[src/rtl/lookup_map_interp_pkg.sv]
`default_nettype none
// +----------------------------------------------------------------------+
// | lookup_map_interp_pkg : stream constants and mode/op encodings        |
// | Rev 1.0                                                               |
// +----------------------------------------------------------------------+
package lookup_map_interp_pkg;

    localparam int DTYPE_WIDTH = 4;
    localparam logic [DTYPE_WIDTH-1:0] DTYPE_FRAME_START = 4'h1;

    localparam logic [1:0] LMI_MODE_BYPASS  = 2'd0;
    localparam logic [1:0] LMI_MODE_NEAREST = 2'd1;
    localparam logic [1:0] LMI_MODE_INTERP  = 2'd2;

    typedef enum logic [1:0] {
        OP_BYPASS  = 2'd0,
        OP_NEAREST = 2'd1,
        OP_INTERP  = 2'd2
    } lmi_op_e;

    // Mode 3 and a deasserted enable both collapse to a straight pass-through.
    function automatic lmi_op_e lmi_op(input logic enable, input logic [1:0] mode);
        lmi_op_e op;
        op = OP_BYPASS;
        if (enable) begin
            case (mode)
                LMI_MODE_NEAREST: op = OP_NEAREST;
                LMI_MODE_INTERP:  op = OP_INTERP;
                default:          op = OP_BYPASS;
            endcase
        end
        return op;
    endfunction

endpackage
`default_nettype wire

[src/rtl/lookup_map_interp_chan.sv]
`default_nettype none
// +----------------------------------------------------------------------+
// | lookup_map_interp_chan : one channel, two knot banks, 3-stage mapper  |
// | Rev 1.0                                                               |
// +----------------------------------------------------------------------+
module lookup_map_interp_chan
    import lookup_map_interp_pkg::*;
#(
    parameter int PIXEL_WIDTH = 10,
    parameter int KNOT_BITS   = 5
) (
    input  logic                   pixclk,
    input  logic                   reset,
    input  logic [PIXEL_WIDTH-1:0] x_i,
    input  lmi_op_e                op_i,
    input  logic                   bank_i,
    input  logic                   we_i,
    input  logic                   wbank_i,
    input  logic [KNOT_BITS:0]     waddr_i,
    input  logic [PIXEL_WIDTH:0]   wdata_i,
    output logic [PIXEL_WIDTH-1:0] y_o
);

    localparam int F  = PIXEL_WIDTH - KNOT_BITS;
    localparam int NK = (1 << KNOT_BITS) + 1;
    localparam int DW = PIXEL_WIDTH + 2;
    localparam int PW = DW + F;
    localparam logic signed [PW-1:0] C_HALF = PW'(1 << (F - 1));
    localparam logic signed [PW-1:0] C_MAX  = PW'((1 << PIXEL_WIDTH) - 1);

    logic [PIXEL_WIDTH:0] bank0_q [NK];
    logic [PIXEL_WIDTH:0] bank1_q [NK];

    logic [KNOT_BITS:0]      w_idx0, w_idx1;
    logic [PIXEL_WIDTH:0]    w_k0, w_k1;
    logic [PIXEL_WIDTH-1:0]  x1_q, x2_q, y_q, y_d;
    logic [PIXEL_WIDTH:0]    k0_1_q, k1_1_q, k0_2_q;
    lmi_op_e                 op1_q, op2_q;
    logic signed [DW-1:0]    w_diff;
    logic signed [PW-1:0]    w_diff_x, w_frac_x, w_prod, prod2_q;
    logic signed [PW-1:0]    w_step, w_k0_x, w_sum, w_pre;
    logic [PIXEL_WIDTH-1:0]  w_y;

    // Knot storage is deliberately left without reset.
    always_ff @(posedge pixclk) begin
        if (we_i && !wbank_i) bank0_q[waddr_i] <= wdata_i;
        if (we_i &&  wbank_i) bank1_q[waddr_i] <= wdata_i;
    end

    always_comb begin
        w_idx0 = {1'b0, x_i[PIXEL_WIDTH-1 -: KNOT_BITS]};
        w_idx1 = w_idx0 + (KNOT_BITS+1)'(1);
        w_k0   = bank_i ? bank1_q[w_idx0] : bank0_q[w_idx0];
        w_k1   = bank_i ? bank1_q[w_idx1] : bank0_q[w_idx1];

        w_diff   = signed'({1'b0, k1_1_q}) - signed'({1'b0, k0_1_q});
        w_diff_x = {{F{w_diff[DW-1]}}, w_diff};
        w_frac_x = {{(PW-F){1'b0}}, x1_q[F-1:0]};
        w_prod   = w_diff_x * w_frac_x;

        w_step = (prod2_q + C_HALF) >>> F;
        w_k0_x = {{(PW-PIXEL_WIDTH-1){1'b0}}, k0_2_q};
        w_sum  = w_k0_x + w_step;
        w_pre  = (op2_q == OP_INTERP) ? w_sum : w_k0_x;

        if (w_pre[PW-1])       w_y = '0;
        else if (w_pre > C_MAX) w_y = '1;
        else                    w_y = w_pre[PIXEL_WIDTH-1:0];

        y_d = (op2_q == OP_BYPASS) ? x2_q : w_y;
    end

    always_ff @(posedge pixclk) begin
        if (reset) begin
            x1_q    <= '0;
            k0_1_q  <= '0;
            k1_1_q  <= '0;
            op1_q   <= OP_BYPASS;
            x2_q    <= '0;
            k0_2_q  <= '0;
            prod2_q <= '0;
            op2_q   <= OP_BYPASS;
            y_q     <= '0;
        end else begin
            x1_q    <= x_i;
            k0_1_q  <= w_k0;
            k1_1_q  <= w_k1;
            op1_q   <= op_i;
            x2_q    <= x1_q;
            k0_2_q  <= k0_1_q;
            prod2_q <= w_prod;
            op2_q   <= op1_q;
            y_q     <= y_d;
        end
    end

    assign y_o = y_q;

endmodule
`default_nettype wire

[src/rtl/lookup_map_interp.sv]
`default_nettype none
// +----------------------------------------------------------------------+
// | lookup_map_interp : per-channel piecewise-linear tone map, frame-     |
// | synchronous double-buffered knot tables. Rev 1.0                      |
// +----------------------------------------------------------------------+
module lookup_map_interp
    import lookup_map_interp_pkg::*;
#(
    parameter int  PIXEL_WIDTH  = 10,
    parameter int  NUM_CHANNELS = 3,
    parameter int  KNOT_BITS    = 5,
    localparam int CHAN_W       = (NUM_CHANNELS > 1) ? $clog2(NUM_CHANNELS) : 1
) (
    input  logic                                pixclk,
    input  logic                                reset,
    input  logic                                enable,
    input  logic [1:0]                          mode,
    input  logic                                lut_we,
    input  logic [CHAN_W-1:0]                   lut_chan,
    input  logic [KNOT_BITS:0]                  lut_addr,
    input  logic [PIXEL_WIDTH:0]                lut_data,
    input  logic                                swap_req,
    output logic                                swap_pending,
    input  logic                                dvi,
    input  logic [DTYPE_WIDTH-1:0]              dtypei,
    input  logic [15:0]                         meta_datai,
    input  logic [NUM_CHANNELS*PIXEL_WIDTH-1:0] pixi,
    output logic                                dvo,
    output logic [DTYPE_WIDTH-1:0]              dtypeo,
    output logic [15:0]                         meta_datao,
    output logic [NUM_CHANNELS*PIXEL_WIDTH-1:0] pixo
);

    logic                    w_frame_start, w_swap, w_wr_ok;
    logic                    active_bank_q, active_bank_d;
    logic                    swap_pending_q, swap_pending_d;
    logic [1:0]              mode_q, mode_d;
    lmi_op_e                 w_op;
    logic [NUM_CHANNELS-1:0] w_we;
    logic [2:0]              dv_q;
    logic [DTYPE_WIDTH-1:0]  dtype_q [3];
    logic [15:0]             meta_q [3];

    // Bank and mode take effect combinationally so the frame-start pixel already uses them.
    always_comb begin
        w_frame_start  = dvi && (dtypei == DTYPE_FRAME_START);
        w_swap         = w_frame_start && swap_pending_q;
        active_bank_d  = active_bank_q ^ w_swap;
        mode_d         = w_frame_start ? mode : mode_q;
        swap_pending_d = w_swap ? 1'b0 : (swap_pending_q | swap_req);
        w_op           = lmi_op(enable, mode_d);
        w_wr_ok        = lut_we && !swap_pending_q
                         && (int'(lut_chan) < NUM_CHANNELS)
                         && (int'(lut_addr) <= (1 << KNOT_BITS));
    end

    always_ff @(posedge pixclk) begin
        if (reset) begin
            active_bank_q  <= 1'b0;
            swap_pending_q <= 1'b0;
            mode_q         <= LMI_MODE_BYPASS;
        end else begin
            active_bank_q  <= active_bank_d;
            swap_pending_q <= swap_pending_d;
            mode_q         <= mode_d;
        end
    end

    always_ff @(posedge pixclk) begin
        if (reset) begin
            dv_q <= '0;
            for (int i = 0; i < 3; i++) begin
                dtype_q[i] <= '0;
                meta_q[i]  <= '0;
            end
        end else begin
            dv_q       <= {dv_q[1:0], dvi};
            dtype_q[0] <= dtypei;
            meta_q[0]  <= meta_datai;
            for (int i = 1; i < 3; i++) begin
                dtype_q[i] <= dtype_q[i-1];
                meta_q[i]  <= meta_q[i-1];
            end
        end
    end

    for (genvar g = 0; g < NUM_CHANNELS; g++) begin : g_chan
        assign w_we[g] = w_wr_ok && (int'(lut_chan) == g);

        lookup_map_interp_chan #(
            .PIXEL_WIDTH (PIXEL_WIDTH),
            .KNOT_BITS   (KNOT_BITS)
        ) u_chan (
            .pixclk  (pixclk),
            .reset   (reset),
            .x_i     (pixi[g*PIXEL_WIDTH +: PIXEL_WIDTH]),
            .op_i    (w_op),
            .bank_i  (active_bank_d),
            .we_i    (w_we[g]),
            .wbank_i (~active_bank_q),
            .waddr_i (lut_addr),
            .wdata_i (lut_data),
            .y_o     (pixo[g*PIXEL_WIDTH +: PIXEL_WIDTH])
        );
    end

    assign swap_pending = swap_pending_q;
    assign dvo          = dv_q[2];
    assign dtypeo       = dtype_q[2];
    assign meta_datao   = meta_q[2];

endmodule
`default_nettype wire
[config.mk]
export PLATFORM = sky130hd
export DESIGN_NAME = lookup_map_interp
export DESIGN_NICKNAME = d
export VERILOG_FILES = /design/src/rtl/lookup_map_interp_pkg.sv /design/src/rtl/lookup_map_interp_chan.sv /design/src/rtl/lookup_map_interp.sv
export SDC_FILE = /design/constraint.sdc
export NUM_CORES = 2
export LEC_CHECK = 0
export CAP_MARGIN = 30
export CORE_ASPECT_RATIO = 0.9
export CORE_MARGIN = 4
export CORE_UTILIZATION = 26
export DETAILED_ROUTE_END_ITERATION = 8
export PLACE_DENSITY = 0.48
export SLEW_MARGIN = 30
export SYNTH_ARGS = -nofsm -noshare
export SYNTH_HDL_FRONTEND = slang
export SYNTH_SLANG_ARGS = --single-unit
[constraint.sdc]
create_clock -name pixclk -period 5.3 [get_ports pixclk]
set_clock_uncertainty 0.05 [all_clocks]
set_input_delay 0.53 -clock pixclk [delete_from_list [all_inputs] [get_ports pixclk]]
set_output_delay 0.53 -clock pixclk [all_outputs]
set_load 0.03 [all_outputs]
After elaboration in Yosys (flattened, before gate mapping). Memories as Yosys holds them, arrays and structs flattened. Cells that the tools add are included.

Flip-flop bits (word level): 251. Bits in latches: 0. Bits in writable memories: 2238. Memory bits (read-only): 0. Input port bits: 77. Output and inout bits: 52. Memories kept: 8.

Add/sub/neg operators: 12. Multiply operators: 3. Divide/modulo/power cells: 0. Order comparisons: 5. Equal/unequal tests: 6. Shift operators: 0. Mux-type cells: 41. Bitwise gates (word level): 10. Reductions and logical operators: 19.

Memories: g_chan[0].u_chan.bank0_q (words 33, width 11, rd ports 2, clocked after memory_dff 0, wr ports 1, RTL line lookup_map_interp_chan.sv:31) `logic [PIXEL_WIDTH:0] bank0_q [NK];`; g_chan[0].u_chan.bank1_q (words 33, width 11, rd ports 2, clocked after memory_dff 0, wr ports 1, RTL line lookup_map_interp_chan.sv:32) `logic [PIXEL_WIDTH:0] bank1_q [NK];`; g_chan[1].u_chan.bank0_q (words 33, width 11, rd ports 2, clocked after memory_dff 0, wr ports 1, RTL line lookup_map_interp_chan.sv:31); g_chan[1].u_chan.bank1_q (words 33, width 11, rd ports 2, clocked after memory_dff 0, wr ports 1, RTL line lookup_map_interp_chan.sv:32); g_chan[2].u_chan.bank0_q (words 33, width 11, rd ports 2, clocked after memory_dff 0, wr ports 1, RTL line lookup_map_interp_chan.sv:31); g_chan[2].u_chan.bank1_q (words 33, width 11, rd ports 2, clocked after memory_dff 0, wr ports 1, RTL line lookup_map_interp_chan.sv:32); +2 memories.

Operators with widths (number): two-way mux 10 bit (9); two-way mux 11 bit (6); adder 17 x 6 -> 17 bit, second input constant (3); > comparator 17 x 11 -> 1 bit, second input constant (3); multiplier 12 x 6 -> 17 bit (3); two-way mux 17 bit (3); two-way mux 16 bit (3); adder 12 x 12 -> 13 bit (3); subtractor 11 x 11 -> 12 bit (3); adder 5 x 1 -> 6 bit, second input constant (3); two-way mux 1 bit (15); logical AND 1 bit (14); two-way mux 4 bit (3); equality test 2 bit, second input constant (4); bitwise OR 1 bit (7); <= comparator 6 bit, second input constant (1); equality test 4 x 1 -> 1 bit, second input constant (1); logical NOT 2 bit (2); case mux 2 bit (2 select lines) (1); OR reduction 2 bit (2); equality test 2 x 1 -> 1 bit, second input constant (1); less-than comparator 2 bit, second input constant (1); two-way mux 2 bit (1); NOT 1 bit (2); 2 further kinds (2).

Depth between registers and ports, before layout.
Word-level depth: 8. Mapped depth: 25. Mapped depth without buffers: 25.

Hierarchy. From an unflattened synthesis, not the netlist that was laid out.

Cell total of the unflattened synthesis: 7554. Area, all modules: 120852.2 sq um.

By module, submodules not included: lookup_map_interp_chan (g_chan[1].u_chan) (times used 1, cells each 2400, area each 39693.1 sq um, sequential area each 23402.4 sq um); lookup_map_interp_chan (g_chan[2].u_chan) (times used 1, cells each 2561, area each 39615.5 sq um, sequential area each 23402.4 sq um); lookup_map_interp_chan (g_chan[0].u_chan) (times used 1, cells each 2407, area each 39380.3 sq um, sequential area each 23402.4 sq um); lookup_map_interp (times used 1, cells each 186, area each 2163.3 sq um, sequential area each 1341.3 sq um).

Worst setup path before layout. Ideal clock, no wire load.

Path kind: reg2reg. From: register g_chan[2].u_chan.k1_1_q[0]. To: register g_chan[2].u_chan.prod2_q[15]. Library setup time: 78 ps. Arrival: 5158 ps. Data required time: 5172 ps. Setup slack: 14 ps. Cell stages (with the launch flop): 24. Buffers on the path: 0. Period minus slack after synthesis: 5286 ps. Path through: dfxtp_1 -> inv_1 -> ha_1 -> inv_1 -> fa_1 -> a21o_1 -> a21oi_1 -> o21bai_1 -> a2111o_1 -> nand2_1 -> xnor2_1 -> and2_1 -> fa_1 -> fa_1 -> inv_1 -> fa_1 -> inv_1 -> ha_1 -> or2_2 -> a21oi_1 -> a21oi_1 -> a311o_1 -> and3_1 -> nor3_1.

Longest elaborated chain between the ends: 2.

Ends and longest elaborated chain: from (decl) (RTL line lookup_map_interp_chan.sv:37) `logic [PIXEL_WIDTH:0] k0_1_q, k1_1_q, k0_2_q;`; from (signal assigned) (RTL line lookup_map_interp_chan.sv:87) `k1_1_q <= w_k1;`; subtractor 11 x 11 -> 12 bit (RTL line lookup_map_interp_chan.sv:56) `w_diff = signed'({1'b0, k1_1_q}) - signed'({1'b0, k0_1_q});`; multiplier 12 x 6 -> 17 bit (RTL line lookup_map_interp_chan.sv:59) `w_prod = w_diff_x * w_frac_x;`; to (signal assigned) (RTL line lookup_map_interp_chan.sv:91) `prod2_q <= w_prod;`; to (decl) (RTL line lookup_map_interp_chan.sv:40) `logic signed [PW-1:0] w_diff_x, w_frac_x, w_prod, prod2_q;`.

No other way between the ends. A chain may end at the register's enable or synchronous reset.

Worst setup path after layout.
From: register g_chan[2].u_chan.k1_1_q[0]. To: register g_chan[2].u_chan.prod2_q[16].

Same word-level chain as after synthesis.

==> results.py <==
metrics = {
    "run_status": {
        "outcome": "finished clean",
    },
    "die": {
        "num_io_pins": 129,
        "dieArea_mm2": 0.4690,
        "fp-row-count": 235,
        "initial_core_util": 0.2613,
        "die_h_um": 650.1,
        "core_area_mm2": 0.4558,
        "dieWidth_um": 721.4,
    },
    "sta": {
        "fmax_ghz": 0.1922,
        "tightest_slew_ns": 1.062,
        "fin_crit_ns": 5.203,
        "relSlewSlack": 0.2923,
        "hold_viol": 0,
        "final-setup-viol-count": 0,
        "maxSlewViolCount": 0,
        "period_share": 0.9817,
        "whs_ns": 0.07620,
        "rsz0062_at_grt": "true",
    },
    "power": {
        "vdd_ir_drop_max_mv": 0.2278,
        "leakage_nw": 46.06,
        "power_switching_mw": 13.85,
        "seqPwrFrac": 0.421,
        "power.internal_mw": 37.58,
        "p_sw_frac": 0.2694,
        "p_comb_frac": 0.186,
        "pwr-share-clk": 0.393,
        "power.density_mw_per_mm2": 366.1,
        "p_total_mw": 51.43,
    },
    "detailed_routing": {
        "wl_per_cell_um": 28.02,
        "ant_nets": 0,
        "via_per_inst": 5.112,
        "via_count": 69640,
        "drc": 0,
        "first_pass_iters": 8,
        "drtIter0Drc": 7596,
        "wl_um": 381800,
    },
    "global_routing": {
        "grt-ovfl-total": 0,
        "grt_pass1_wl_um": 538600,
        "grt_pass1_vias": 70320,
        "antenna_found_initial": 40,
        "grt_start_max_net_pins": 167,
        "grt.total_usage": 0.1585,
    },
    "synthesis": {
        "syn_nets": 7253,
        "synthSimpleGateAreaFrac": 0.04902,
        "synth_area_leaders": "edfxtp_1 (55%), mux4_2 (22%), dfxtp_1 (5.0%)",
        "synth_edf_count": 2178,
        "synth_top_family_by_area": "multiplexers",
        "synthXorXnorAreaFrac": 0.01036,
        "yosys-top-cells-count": "edfxtp_1 (2178), mux4_2 (1139), nor2_1 (480)",
        "ys_seq_area_frac": 0.5994,
        "synth_adder_area_share": 0.03586,
        "yosys.area.top_type_share": 0.5491,
        "synth_ff_type": "edfxtp_1",
        "synth_compound_area_frac": 0.03740,
        "synth_cells": 6903,
        "yosysWarningCount": 0,
        "yosysMostFrequentCell": "edfxtp_1",
        "netlist_area_mm2": 0.1191,
        "synth_largest_area_cell": "edfxtp_1",
        "synth_cell_types": 73,
        "syn_area_per_cell_um2": 17.25,
        "synthMuxAreaShare": 0.2415,
        "yosys_register_bits": 2477,
        "synthArstFlopShare": 0,
    },
    "setup_path": {
        "path_class": "reg2reg",
        "crit_family": "adder cells",
        "regToRegSetupSlack_ns": 0.1,
        "cpPeakStageDelay_ns": 0.56,
        "cp-start-kind": "register",
        "crit_path_end_kind": "register",
        "worst-endpoint-arrival_ns": 5.91,
        "reg2reg_depth": 25,
        "critPathBufInv": 5,
        "crit_path_frequent_cell": "inv_2",
        "critPathRequiredTime_ns": 6.01,
        "critPathMaxFanout": 4,
        "rr_startpoint": "g_chan[2].u_chan.k1_1_q[0]",
        "cpMaxStageDelayCell": "fa_1",
        "worst_r2r_endpoint": "g_chan[2].u_chan.prod2_q[16]",
    },
    "flow_run": {
        "cap_violations": 0,
    },
    "cts": {
        "htreeDepth": 5,
        "clock_latency_ns": 0.91,
        "ctsLongestPathBuffers": 4,
        "numCtsBuffers": 291,
        "cts-root-buf": "clkbuf_16",
        "cts_tree": "built",
        "cts_sinks": 2477,
        "path_clk_slew_ns": 0.06,
    },
    "layout": {
        "finalNonFillerCells": 13620,
        "syn_to_final_growth_pct": 17.95,
        "stdcell_area_mm2": 0.1405,
        "layout-drive-gt1-share": 0.2973,
        "fin_nets": 7686,
    },
    "hold_path": {
        "hp-class": "in2reg",
        "holdPathEnd": "g_chan[0].u_chan.bank0_q[31][7]",
        "min_from": "lut_data[7]",
        "worstHoldPathCells": 1,
    },
    "placed_design": {
        "gp_congestion": 0.8182,
        "dpl.cell_count": 13060,
        "dpl-instance-area_mm2": 0.1298,
        "portBuffers": 128,
        "place_hpwl_um": 252400,
    },
}
-- what timing repair did --
| action | 4_1_cts | 5_1_grt |
|---|---|---|
| pin swaps | 17 | 91 |
| setup endpoints to repair | 17 | 27 |
| hold buffers | 8 | 1 |
| gates resized for setup | 32 | 147 |
| buffers inserted | 3 | 14 |
| hold endpoints to repair | 248 | 34 |
-- cell usage in the layout (no fill, tap or decap), drive strengths merged, types with 27 or more instances in the layout --
cell type and n:
and2 123, ha 159, clkinv 124, buf 492, a21oi 114, mux4 1139, edfxtp 2178, mux2i 309
xnor2 92, nor2b 163, fa 114, nand2 201, o21ai 55, clkdlybuf4s50 104, inv 279, nand3 53
o22ai 72, nor3 53, bufinv 27, a211oi 56, nor2 480, o221ai 123, clkbuf 354, dfxtp 299
xor2 45
-- worst reg2reg max path, cell delays in order, from the launching register on --
cell and delay, ns:
dfxtp_2 0.32, inv_2 0.06, ha_4 0.12, inv_2 0.03, fa_2 0.34, a21o_1 0.20, a21oi_2 0.15, o21bai_1 0.10
a2111o_1 0.47, a211o_1 0.31, nand3_4 0.13, nand2_4 0.06, fa_1 0.56, inv_2 0.04, fa_1 0.50, inv_2 0.04
fa_2 0.53, inv_2 0.05, ha_4 0.16, nor2_2 0.09, nand2_1 0.06, a211o_1 0.31, nand3_2 0.11, a21oi_2 0.07
xnor2_1 0.14, nor2_1 0.05
-- metal layers --
| metal | wire, µm | vias to the layer above | share of wire | GRT usage |
|---|---|---|---|---|
| li1 | - | 28860 | - | - |
| met1 | 166000 | 37510 | 0.43 | 0.2249 |
| met2 | 175900 | 2769 | 0.46 | 0.2505 |
| met3 | 29560 | 494 | 0.077 | 0.02887 |
| met4 | 10340 | 4 | 0.027 | 0.03923 |
| met5 | 22 | - | 0.000058 | 0 |
-- how the worst max path moves through the flow --
stage                                     startpoint                           end  slack, ns  cells past startpoint
after floorplan           g_chan[2].u_chan.k1_1_q[0]  g_chan[2].u_chan.prod2_q[15]       0.01                     23
after global placement    g_chan[2].u_chan.k1_1_q[0]  g_chan[2].u_chan.prod2_q[15]      -0.31                     23
after detailed placement  g_chan[2].u_chan.k1_1_q[0]  g_chan[2].u_chan.prod2_q[15]      -0.37                     22
after CTS                 g_chan[2].u_chan.k1_1_q[0]  g_chan[2].u_chan.prod2_q[15]      -0.03                     23
after global routing      g_chan[2].u_chan.k1_1_q[0]  g_chan[2].u_chan.prod2_q[16]      -0.13                     25
final                     g_chan[2].u_chan.k1_1_q[0]  g_chan[2].u_chan.prod2_q[16]        0.1                     25
-- kinds of logic after synthesis --
| group | count (synthesis) |
|---|---|
| flops | 2477 |
| mux | 1450 |
| simple gates | 1217 |
| buf+inv | 729 |
| compound gates | 620 |
| fa+ha+maj | 273 |
| xor+xnor | 137 |
-- power groups by stage --
stage	Sequential, mW	Combinational (mW)	Clock [mW]
floorplan	22.0	5.74	0
global placement	22.1	8.80	0
detailed placement	22.1	8.88	0
CTS	21.6	9.04	20.7
global route	21.7	10.5	21.5
finish	21.6	9.57	20.2
-- state kept, by name (all words and copies together), names as in the netlist, 33 cells and up --
signal                 cells
g_chan.u_chan.bank0_q   1089
g_chan.u_chan.bank1_q   1089
g_chan.u_chan.k0_1_q      33
g_chan.u_chan.k0_2_q      33
g_chan.u_chan.k1_1_q      33
g_chan.u_chan.prod2_q     39
meta_q                    48
-- layout make-up --
type                       count  area, µm²
fill                       44320     315300
sequential                  2477      71390
multi-input combinational   3697      45450
clock buffer                 352       7751
tap                         6043       7561
timing repair buffer         607       5478
clock inverter               176       1841
inverter                     262      984.7
antenna                       10      25.02
-- stage by stage --
stage	utilization	setup slack (ns)	setup TNS [ns]
floorplan	-	0.01420	0
global placement	0.2848	-0.3086	-1.781
detailed placement	0.2849	-0.3679	-2.478
CTS	0.3064	-0.03353	-0.03353
global route	0.3082	-0.1300	-0.6579
finish	0.3083	0.09699	0
No activity file was read; power rests on OpenSTA's default activity.
